File: config.mk
export PLATFORM = sky130hd
export DESIGN_NAME = backend_pipe_ctrl
export DESIGN_NICKNAME = d
export VERILOG_FILES = /design/src/rtl/backend_pipe_pkg.sv /design/src/rtl/backend_pipe_ctrl_stage.sv /design/src/rtl/backend_pipe_ctrl.sv
export SDC_FILE = /design/constraint.sdc
export NUM_CORES = 2
export LEC_CHECK = 0
export ABC_AREA = 1
export CORE_AREA = 2 2 408 410
export CTS_CLUSTER_DIAMETER = 100
export DETAILED_ROUTE_END_ITERATION = 16
export DIE_AREA = 0 0 410 412
export GPL_TIMING_DRIVEN = 1
export SYNTH_ARGS = -nofsm -noshare
export SYNTH_HDL_FRONTEND = slang
export SYNTH_SLANG_ARGS = --single-unit
File: constraint.sdc
create_clock -name clock -period 2 [get_ports clock]
set_input_delay 0.2 -clock clock [delete_from_list [all_inputs] [get_ports clock]]
set_output_delay 0.2 -clock clock [all_outputs]
set_load 0.05 [all_outputs]
File: src/rtl/backend_pipe_pkg.sv
// Shared defaults and helpers for the backend pipeline shell.
// Latency: n/a (types and functions only).
// Backpressure: n/a.
package backend_pipe_pkg;

    localparam int DEF_NSTAGE      = 3;
    localparam int DEF_PAYLOAD_W   = 256;
    localparam int DEF_RESULT_W    = 64;
    localparam int DEF_LREG_W      = 5;
    localparam int DEF_STALL_STAGE = 1;

    // One stage's worth of state at default widths.
    typedef struct packed {
        logic                     valid;
        logic [DEF_LREG_W-1:0]    rd;
        logic                     need_to_wb;
        logic [DEF_RESULT_W-1:0]  result;
        logic [DEF_PAYLOAD_W-1:0] payload;
    } stage_t;

    // Saturating 32-bit increment, used by the stall counter.
    function automatic logic [31:0] sat_inc32(input logic [31:0] v, input logic en);
        return (en && (v != 32'hFFFF_FFFF)) ? v + 32'd1 : v;
    endfunction

endpackage

File: src/rtl/backend_pipe_ctrl_stage.sv
// One pipeline stage register with load / hold / bubble / kill / fill controls.
// Latency: 1 cycle from d_* to q_* when load is high.
// Backpressure: load low holds contents; kill clears valid while held; fill rewrites result while held.
module pipe_stage_reg
    import backend_pipe_pkg::*;
#(
    parameter int PAYLOAD_W = DEF_PAYLOAD_W,
    parameter int RESULT_W  = DEF_RESULT_W,
    parameter int LREG_W    = DEF_LREG_W
) (
    input  logic                 clock,
    input  logic                 reset_n,
    input  logic                 load,
    input  logic                 bubble,
    input  logic                 kill,
    input  logic                 fill_en,
    input  logic [RESULT_W-1:0]  fill_data,
    input  logic                 d_valid,
    input  logic [LREG_W-1:0]    d_rd,
    input  logic                 d_need_to_wb,
    input  logic [RESULT_W-1:0]  d_result,
    input  logic [PAYLOAD_W-1:0] d_payload,
    output logic                 q_valid,
    output logic [LREG_W-1:0]    q_rd,
    output logic                 q_need_to_wb,
    output logic [RESULT_W-1:0]  q_result,
    output logic [PAYLOAD_W-1:0] q_payload
);

    // Load from predecessor (bubble forces valid low), otherwise hold with optional kill/fill.
    always_ff @(posedge clock or negedge reset_n) begin
        if (!reset_n) begin
            q_valid      <= 1'b0;
            q_rd         <= '0;
            q_need_to_wb <= 1'b0;
            q_result     <= '0;
            q_payload    <= '0;
        end else if (load) begin
            q_valid      <= d_valid & ~bubble;
            q_rd         <= d_rd;
            q_need_to_wb <= d_need_to_wb;
            q_result     <= d_result;
            q_payload    <= d_payload;
        end else begin
            if (kill)    q_valid  <= 1'b0;
            if (fill_en) q_result <= fill_data;
        end
    end

endmodule

File: src/rtl/backend_pipe_ctrl.sv
// In-order backend pipeline shell: NSTAGE stages from exu to writeback/commit.
// Latency: NSTAGE cycles from acceptance to out_* with no stall; commit_valid one cycle later.
// Backpressure: in_ready drops while STALL_STAGE stalls; stages up to it hold, later stages get a bubble.
module backend_pipe_ctrl
    import backend_pipe_pkg::*;
#(
    parameter int NSTAGE      = DEF_NSTAGE,
    parameter int PAYLOAD_W   = DEF_PAYLOAD_W,
    parameter int RESULT_W    = DEF_RESULT_W,
    parameter int LREG_W      = DEF_LREG_W,
    parameter int STALL_STAGE = DEF_STALL_STAGE
) (
    input  logic                       clock,
    input  logic                       reset_n,
    input  logic                       in_valid,
    input  logic [PAYLOAD_W-1:0]       in_payload,
    input  logic [LREG_W-1:0]          in_rd,
    input  logic                       in_need_to_wb,
    input  logic [RESULT_W-1:0]        in_result,
    output logic                       in_ready,
    input  logic                       stall_req,
    input  logic                       upd_valid,
    input  logic [RESULT_W-1:0]        upd_data,
    input  logic                       flush_in,
    input  logic [NSTAGE-1:0]          flush_mask,
    output logic                       out_valid,
    output logic [PAYLOAD_W-1:0]       out_payload,
    output logic [LREG_W-1:0]          out_rd,
    output logic                       out_need_to_wb,
    output logic [RESULT_W-1:0]        out_result,
    output logic [NSTAGE-1:0]          byp_valid,
    output logic [NSTAGE*LREG_W-1:0]   byp_rd,
    output logic [NSTAGE*RESULT_W-1:0] byp_result,
    output logic                       commit_valid,
    output logic [63:0]                commit_cnt,
    output logic [31:0]                stall_cnt
);

    localparam int WB = NSTAGE - 1;

    logic                 valid_q      [NSTAGE];
    logic [LREG_W-1:0]    rd_q         [NSTAGE];
    logic                 need_to_wb_q [NSTAGE];
    logic [RESULT_W-1:0]  result_q     [NSTAGE];
    logic [PAYLOAD_W-1:0] payload_q    [NSTAGE];
    logic [RESULT_W-1:0]  fwd_result   [NSTAGE];
    logic                 eff_stall;

    // A flushed stall stage never holds the pipe.
    assign eff_stall = stall_req & valid_q[STALL_STAGE] & ~flush_mask[STALL_STAGE];
    assign in_ready  = ~eff_stall;

    // Result seen downstream: load data overrides the stall stage's stored result.
    always_comb begin
        for (int i = 0; i < NSTAGE; i++) begin
            fwd_result[i] = result_q[i];
            if ((i == STALL_STAGE) && valid_q[i] && upd_valid) fwd_result[i] = upd_data;
        end
    end

    for (genvar i = 0; i < NSTAGE; i++) begin : g_stage
        logic                 ld;
        logic                 bub;
        logic                 dv;
        logic [LREG_W-1:0]    drd;
        logic                 dntw;
        logic [RESULT_W-1:0]  dres;
        logic [PAYLOAD_W-1:0] dpay;

        if (i == 0) begin : g_head
            assign ld   = ~eff_stall;
            assign bub  = flush_in;
            assign dv   = in_valid;
            assign drd  = in_rd;
            assign dntw = in_need_to_wb;
            assign dres = in_result;
            assign dpay = in_payload;
        end else begin : g_body
            // Stages up to the stall stage freeze together; the one after it takes a bubble.
            assign ld   = (i <= STALL_STAGE) ? ~eff_stall : 1'b1;
            assign bub  = flush_mask[i-1] | ((i == STALL_STAGE + 1) && eff_stall);
            assign dv   = valid_q[i-1];
            assign drd  = rd_q[i-1];
            assign dntw = need_to_wb_q[i-1];
            assign dres = fwd_result[i-1];
            assign dpay = payload_q[i-1];
        end

        pipe_stage_reg #(
            .PAYLOAD_W (PAYLOAD_W),
            .RESULT_W  (RESULT_W),
            .LREG_W    (LREG_W)
        ) u_stage (
            .clock        (clock),
            .reset_n      (reset_n),
            .load         (ld),
            .bubble       (bub),
            .kill         (flush_mask[i]),
            .fill_en      ((i == STALL_STAGE) && upd_valid && valid_q[i]),
            .fill_data    (upd_data),
            .d_valid      (dv),
            .d_rd         (drd),
            .d_need_to_wb (dntw),
            .d_result     (dres),
            .d_payload    (dpay),
            .q_valid      (valid_q[i]),
            .q_rd         (rd_q[i]),
            .q_need_to_wb (need_to_wb_q[i]),
            .q_result     (result_q[i]),
            .q_payload    (payload_q[i])
        );
    end

    assign out_valid      = valid_q[WB] & ~flush_mask[WB];
    assign out_payload    = payload_q[WB];
    assign out_rd         = rd_q[WB];
    assign out_need_to_wb = out_valid & need_to_wb_q[WB];
    assign out_result     = result_q[WB];

    // Flatten per-stage bypass taps; flushed entries are hidden the same cycle.
    always_comb begin
        byp_valid  = '0;
        byp_rd     = '0;
        byp_result = '0;
        for (int i = 0; i < NSTAGE; i++) begin
            byp_valid[i]                     = valid_q[i] & need_to_wb_q[i] & ~flush_mask[i];
            byp_rd[i*LREG_W +: LREG_W]       = rd_q[i];
            byp_result[i*RESULT_W +: RESULT_W] = fwd_result[i];
        end
    end

    // Registered commit pulse and perf counters.
    always_ff @(posedge clock or negedge reset_n) begin
        if (!reset_n) begin
            commit_valid <= 1'b0;
            commit_cnt   <= '0;
            stall_cnt    <= '0;
        end else begin
            commit_valid <= out_valid;
            commit_cnt   <= commit_cnt + {63'd0, commit_valid};
            stall_cnt    <= sat_inc32(stall_cnt, eff_stall);
        end
    end

endmodule

Yosys cells after proc, flatten, opt, wreduce, memory -nomap -nowiden
Cells that the tools add are included.

Reduce and logical (&&, ||, !) cells: 2. Mux-type cells: 6. Add/sub/neg operators: 2. Equality and inequality tests: 3. Bitwise logic cells: 20.

Operators by type and width (count): 2-to-1 mux 64 bit (2); adder 64 x 1 -> 64 bit (1); adder 32 x 1 -> 32 bit, second input constant (1); inequality test 32 bit, second input constant (1); bitwise AND 1 bit (13); NOT 1 bit (6); 2-to-1 mux 1 bit (4); inequality test 2 bit, second input constant (2); logical AND 1 bit (2); bitwise OR 1 bit (1).

Output and inout port bits: 635. Register bits after elaboration: 1078. Word-level logic and storage cells: 51.

Depth between registers and ports, before layout
Depth in word-level cells: 5. Mapped depth: 11.

Modules after synthesis
A second synthesis with hierarchy kept.

Cells, all modules: 5510. Area total of the unflattened synthesis: 45426.1 µm².

Modules (own cells, without submodules): pipe_stage_reg (times used 3, cells an instance 1462, area an instance 12763.5 µm², seq. area each 8182.8 µm²); backend_pipe_ctrl (times used 1, cells an instance 1124, area an instance 7135.6 µm², seq. area each 2427.3 µm²).

Worst setup path before layout
OpenSTA, ideal clock, no wires.

Path type: register to register. Start point: register commit_cnt[0]. End point: register commit_cnt[56]. Setup slack: -111 ps. Arrival time: 1991 ps. Cell stages (with the launch flop): 10. Setup time: 120 ps. Cells stage by stage: dfrtp_1 ha_1 ha_1 inv_2 nor2_2 nand2_1 nor3_2 nand2_1 nand2_1 nand2_1.

Longest elaborated chain between the ends: 1.

Ends and longest elaborated chain: start: declaration (RTL line backend_pipe_ctrl.sv:35) `output logic [63:0] commit_cnt,`; start signal: assignment (RTL line backend_pipe_ctrl.sv:140) `commit_cnt <= commit_cnt + {63'd0, commit_valid};`; adder 64 x 1 -> 64 bit (RTL line backend_pipe_ctrl.sv:140).

Every way passes these cells. A chain may end at the register's enable or synchronous reset.

Final worst setup path
Start point: register g_stage[1].u_stage.q_valid. End point: output port byp_result[72].

Longest elaborated chain between the ends: 2.

Ends and longest elaborated chain: start: declaration (RTL line backend_pipe_ctrl_stage.sv:23) `output logic q_valid,`; start signal: assignment (RTL line backend_pipe_ctrl_stage.sv:39) `q_valid <= d_valid & ~bubble;`; logical AND 1 bit (RTL line backend_pipe_ctrl.sv:57) `if ((i == STALL_STAGE) && valid_q[i] && upd_valid) fwd_result[i] = upd_data;`; 2-to-1 mux 64 bit; end: declaration (RTL line backend_pipe_ctrl.sv:33) `output logic [NSTAGE*RESULT_W-1:0] byp_result,`.

Every way passes these cells.

==> load_flow_metrics.sql <==
INSERT INTO impl_metrics (metric_group, metric, value, unit) VALUES
('layout', 'final_cells', '7724', ''),
('timing', 'final_critical_path_setup_slack', '-339', 'ps'),
('grt', 'first_global_vias', '31986', ''),
('timing', 'final-hold-violation-count', '0', ''),
('synth', 'netlist.area_leader.share', '0.683', ''),
('synth', 'synth_fp_nets', '4422', ''),
('synth', 'synth_warnings', '0', ''),
('layout', 'drive_gt1_frac', '0.129', ''),
('critical_path', 'critPathArrivalTime', '2140', 'ps'),
('die', 'initial_utilization', '0.241', ''),
('placement', 'dp_cells', '7172', ''),
('synth', 'synthArstFlopShare', '1.00', ''),
('critical_path', 'critPathRequiredTime', '1800', 'ps'),
('die', 'core.rowCount', '149', ''),
('flow_run', 'timing.max_cap.violations', '0', ''),
('timing', 'rsz0062_at_grt', 'yes', ''),
('synth', 'synth_top_cells_by_area', 'sky130_fd_sc_hd__dfrtp_1, sky130_fd_sc_hd__nand2_1, sky130_fd_sc_hd__o21ai_0', ''),
('synth', 'synth_top_flop_cell', 'sky130_fd_sc_hd__dfrtp_1', ''),
('timing', 'setup_total_negative_slack', '-18990', 'ps'),
('min_path', 'worstHoldPathType', 'in -> reg', ''),
('grt', 'grt_use_total', '0.173', ''),
('placement', 'place.port_buffers', '1033', ''),
('grt', 'initial_antenna_violation_count', '34', ''),
('layout', 'design_area', '59900', 'um2'),
('routing', 'routed-via-count', '32117', ''),
('cts', 'clock_path_buffers', '3', ''),
('die', 'fp.dieH', '412', 'um'),
('grt', 'global_route.overflow_total', '0', ''),
('synth', 'synthesis.area', '39500', 'um2'),
('routing', 'detailedRoute.firstIterationViolations', '2549', ''),
('timing', 'setup_viol', '66', ''),
('grt', 'groute.layer.met1.usage', '0.209', ''),
('routing', 'viasPerCell', '4.16', ''),
('cts', 'insertion_delay_to_the_later_sink_of_the_worst_skew_pair', '730', 'ps'),
('timing', 'max_freq', '428', 'MHz'),
('routing', 'antenna_violating_nets_post_route', '0', ''),
('routing', 'post_drt_wl_per_cell', '19.5', 'um'),
('timing', 'clock-skew-final', '27.5', 'ps'),
('min_path', 'worst_hold_path.num_cells', '3', ''),
('placement', 'placed_cell_area', '52800', 'um2'),
('cts', 'clock-root-buffer', 'sky130_fd_sc_hd__clkbuf_16', ''),
('placement', 'hpwlAfterDp', '114', 'mm'),
('layout', 'multi_input_area', '11000', 'um2'),
('critical_path', 'setup.worst_path.class', 'reg -> out', ''),
('routing', 'firstDrtPassIters', '5', ''),
('cts', 'cts.reportedPaths.clkPinSlew', '60', 'ps'),
('critical_path', 'rrSetupSlack', '-40', 'ps'),
('pwr', 'total_leakage_power', '28.8', 'nW'),
('timing', 'slew_viol_final', '0', ''),
('cts', 'h-tree-depth', '3', ''),
('synth', 'synth-edff-count', '0', ''),
('routing', 'drc', '0', ''),
('status', 'outcome', 'complete, but fails checks', ''),
('layout', 'synthToLayoutAreaGrowth', '51.6', '%'),
('routing', 'drt-total-wl', '151', 'mm'),
('synth', 'synth_top_area_cell', 'sky130_fd_sc_hd__dfrtp_1', ''),
('die', 'design.portCount', '1034', ''),
('pwr', 'p_per_area', '922', 'nW/um2'),
('cts', 'tritoncts', 'built', ''),
('status', 'failing_checks', 'setup timing', ''),
('die', 'design.die.area', '169000', 'um2'),
('critical_path', 'cp-end-kind', 'output pin', ''),
('synth', 'synth_seq_cells', '1078', ''),
('pwr', 'finalPower', '55.3', 'mW'),
('critical_path', 'ff2ff_path_depth', '9', ''),
('synth', 'synthesis.area_per_instance', '9.83', 'um2'),
('die', 'floorplan.core_area', '164000', 'um2'),
('die', 'die_width', '410', 'um'),
('pwr', 'power.ir.vdd_worst', '0.000793', 'V'),
('synth', 'synth.yosys.seq_area_share', '0.683', ''),
('layout', 'fill_cells', '16303', '');
[cell families (layout without fill, tap and decap cells)]
group | after synthesis | after routing | synth area share
muxes | 64 | 64 | 0.0182
xor gates and xnor gates | 60 | 60 | 0.0133
adders and majority gates | 3 | 3 | 0.000950
and+or+nand+nor | 2312 | 2312 | 0.223
other | 0 | 14 | 0
AOI/OAI and AO/OA | 147 | 147 | 0.0186
buffers and inverters | 356 | 1857 | 0.0432
DFF | 1078 | 1078 | 0.683
[registers in the layout (all words and copies together) (netlist names)]
signal	flops
g_stage.u_stage.q_payload	768
g_stage.u_stage.q_result	192
commit_cnt	64
stall_cnt	32
g_stage.u_stage.q_rd	15
g_stage.u_stage.q_need_to_wb	3
g_stage.u_stage.q_valid	3
commit_valid	1
[placed cells by master (no fill, tap or decap), types with 39 or more instances in the layout]
master,netlist,routed
sky130_fd_sc_hd__buf_12,0,53
sky130_fd_sc_hd__buf_4,72,275
sky130_fd_sc_hd__clkbuf_16,0,118
sky130_fd_sc_hd__clkdlybuf4s15_2,0,53
sky130_fd_sc_hd__clkdlybuf4s50_1,0,397
sky130_fd_sc_hd__dfrtp_1,1078,1073
sky130_fd_sc_hd__dlygate4sd2_1,0,378
sky130_fd_sc_hd__dlygate4sd3_1,0,287
sky130_fd_sc_hd__inv_1,128,128
sky130_fd_sc_hd__nand2_1,2069,2066
sky130_fd_sc_hd__nand3_1,39,39
sky130_fd_sc_hd__nor2_1,181,180
sky130_fd_sc_hd__o21ai_0,144,144
[cells in the mapped netlist (2+ instances only)]
| master | number |
|---|---|
| sky130_fd_sc_hd__and2_1 | 5 |
| sky130_fd_sc_hd__buf_2 | 67 |
| sky130_fd_sc_hd__buf_4 | 72 |
| sky130_fd_sc_hd__buf_6 | 2 |
| sky130_fd_sc_hd__clkbuf_1 | 83 |
| sky130_fd_sc_hd__dfrtp_1 | 1078 |
| sky130_fd_sc_hd__ha_1 | 3 |
| sky130_fd_sc_hd__inv_1 | 128 |
| sky130_fd_sc_hd__inv_2 | 3 |
| sky130_fd_sc_hd__mux2_2 | 64 |
| sky130_fd_sc_hd__nand2_1 | 2069 |
| sky130_fd_sc_hd__nand2_2 | 2 |
| sky130_fd_sc_hd__nand2_4 | 2 |
| sky130_fd_sc_hd__nand3_1 | 39 |
| sky130_fd_sc_hd__nand3b_1 | 2 |
| sky130_fd_sc_hd__nor2_1 | 181 |
| sky130_fd_sc_hd__nor2_2 | 2 |
| sky130_fd_sc_hd__nor2_4 | 4 |
| sky130_fd_sc_hd__nor3_1 | 3 |
| sky130_fd_sc_hd__o21ai_0 | 144 |
| sky130_fd_sc_hd__o21ai_1 | 3 |
| sky130_fd_sc_hd__xnor2_1 | 24 |
| sky130_fd_sc_hd__xor2_1 | 36 |
[metrics by stage]
step	util	hold slack, ps
after floorplan	-	-95.6
after CTS	0.364	1.53
after detailed placement	0.321	215
final	0.365	69.1
after global placement	0.321	216
after global routing	0.365	8.32
[repair_timing]
action	4_1_cts	5_1_grt
gates resized for setup	664	27
hold endpoints to repair	1040	0
endpoints found under the setup margin	521	81
setup buffers	25	10
pin swaps	2	0
cloned	3	1
hold buffers	287	0
[power by group]
part,internal (mW),switching [mW],leakage [nW]
logic,3.02,6.14,14.0
clock network,12.7,9.17,1.94
registers,23.4,0.891,12.9
[worst paths after layout]
check                                                              startpoint                                       endpoint
worst max-delay path                   g_stage[1].u_stage.q_valid$_DFFE_PN0P_                                 byp_result[72]
worst min-delay path                                                 in_rd[1]         g_stage[0].u_stage.q_rd[1]$_DFFE_PN0P_
worst max register to register         g_stage[1].u_stage.q_valid$_DFFE_PN0P_  g_stage[1].u_stage.q_payload[216]$_DFFE_PN0P_
worst min register to register  g_stage[1].u_stage.q_payload[123]$_DFFE_PN0P_    g_stage[2].u_stage.q_payload[123]$_DFF_PN0_
max in group asynchronous                                             reset_n    g_stage[2].u_stage.q_payload[136]$_DFF_PN0_
min in group asynchronous                                             reset_n                       commit_cnt[14]$_DFF_PN0_
[critical path: stages (launching register included)]
cell and delay [ps]:
sky130_fd_sc_hd__dfrtp_2 470, sky130_fd_sc_hd__nand2_8 120, sky130_fd_sc_hd__buf_16 190, sky130_fd_sc_hd__mux2_2 390
sky130_fd_sc_hd__buf_4 200
[metal layers]
layer	share of wire	routed length [um]	up-vias
li1	-	-	15053
met1	0.40	60600	15753
met2	0.48	72600	1036
met3	0.069	10500	267
met4	0.046	6920	8
met5	0.00031	46	-
[cell type report]
| type | instances | share of cell area |
|---|---|---|
| repair inverters | 1 | 0.000188 |
| well taps | 2189 | 0.0457 |
| repair buffers | 1511 | 0.246 |
| multi-input cells | 2586 | 0.183 |
| clock buffers | 169 | 0.0578 |
| clock inverters | 44 | 0.00791 |
| flip-flops and latches | 1078 | 0.450 |
| diodes | 14 | 0.000585 |
| inverters | 132 | 0.00875 |
(Power assumes the default switching activity.)
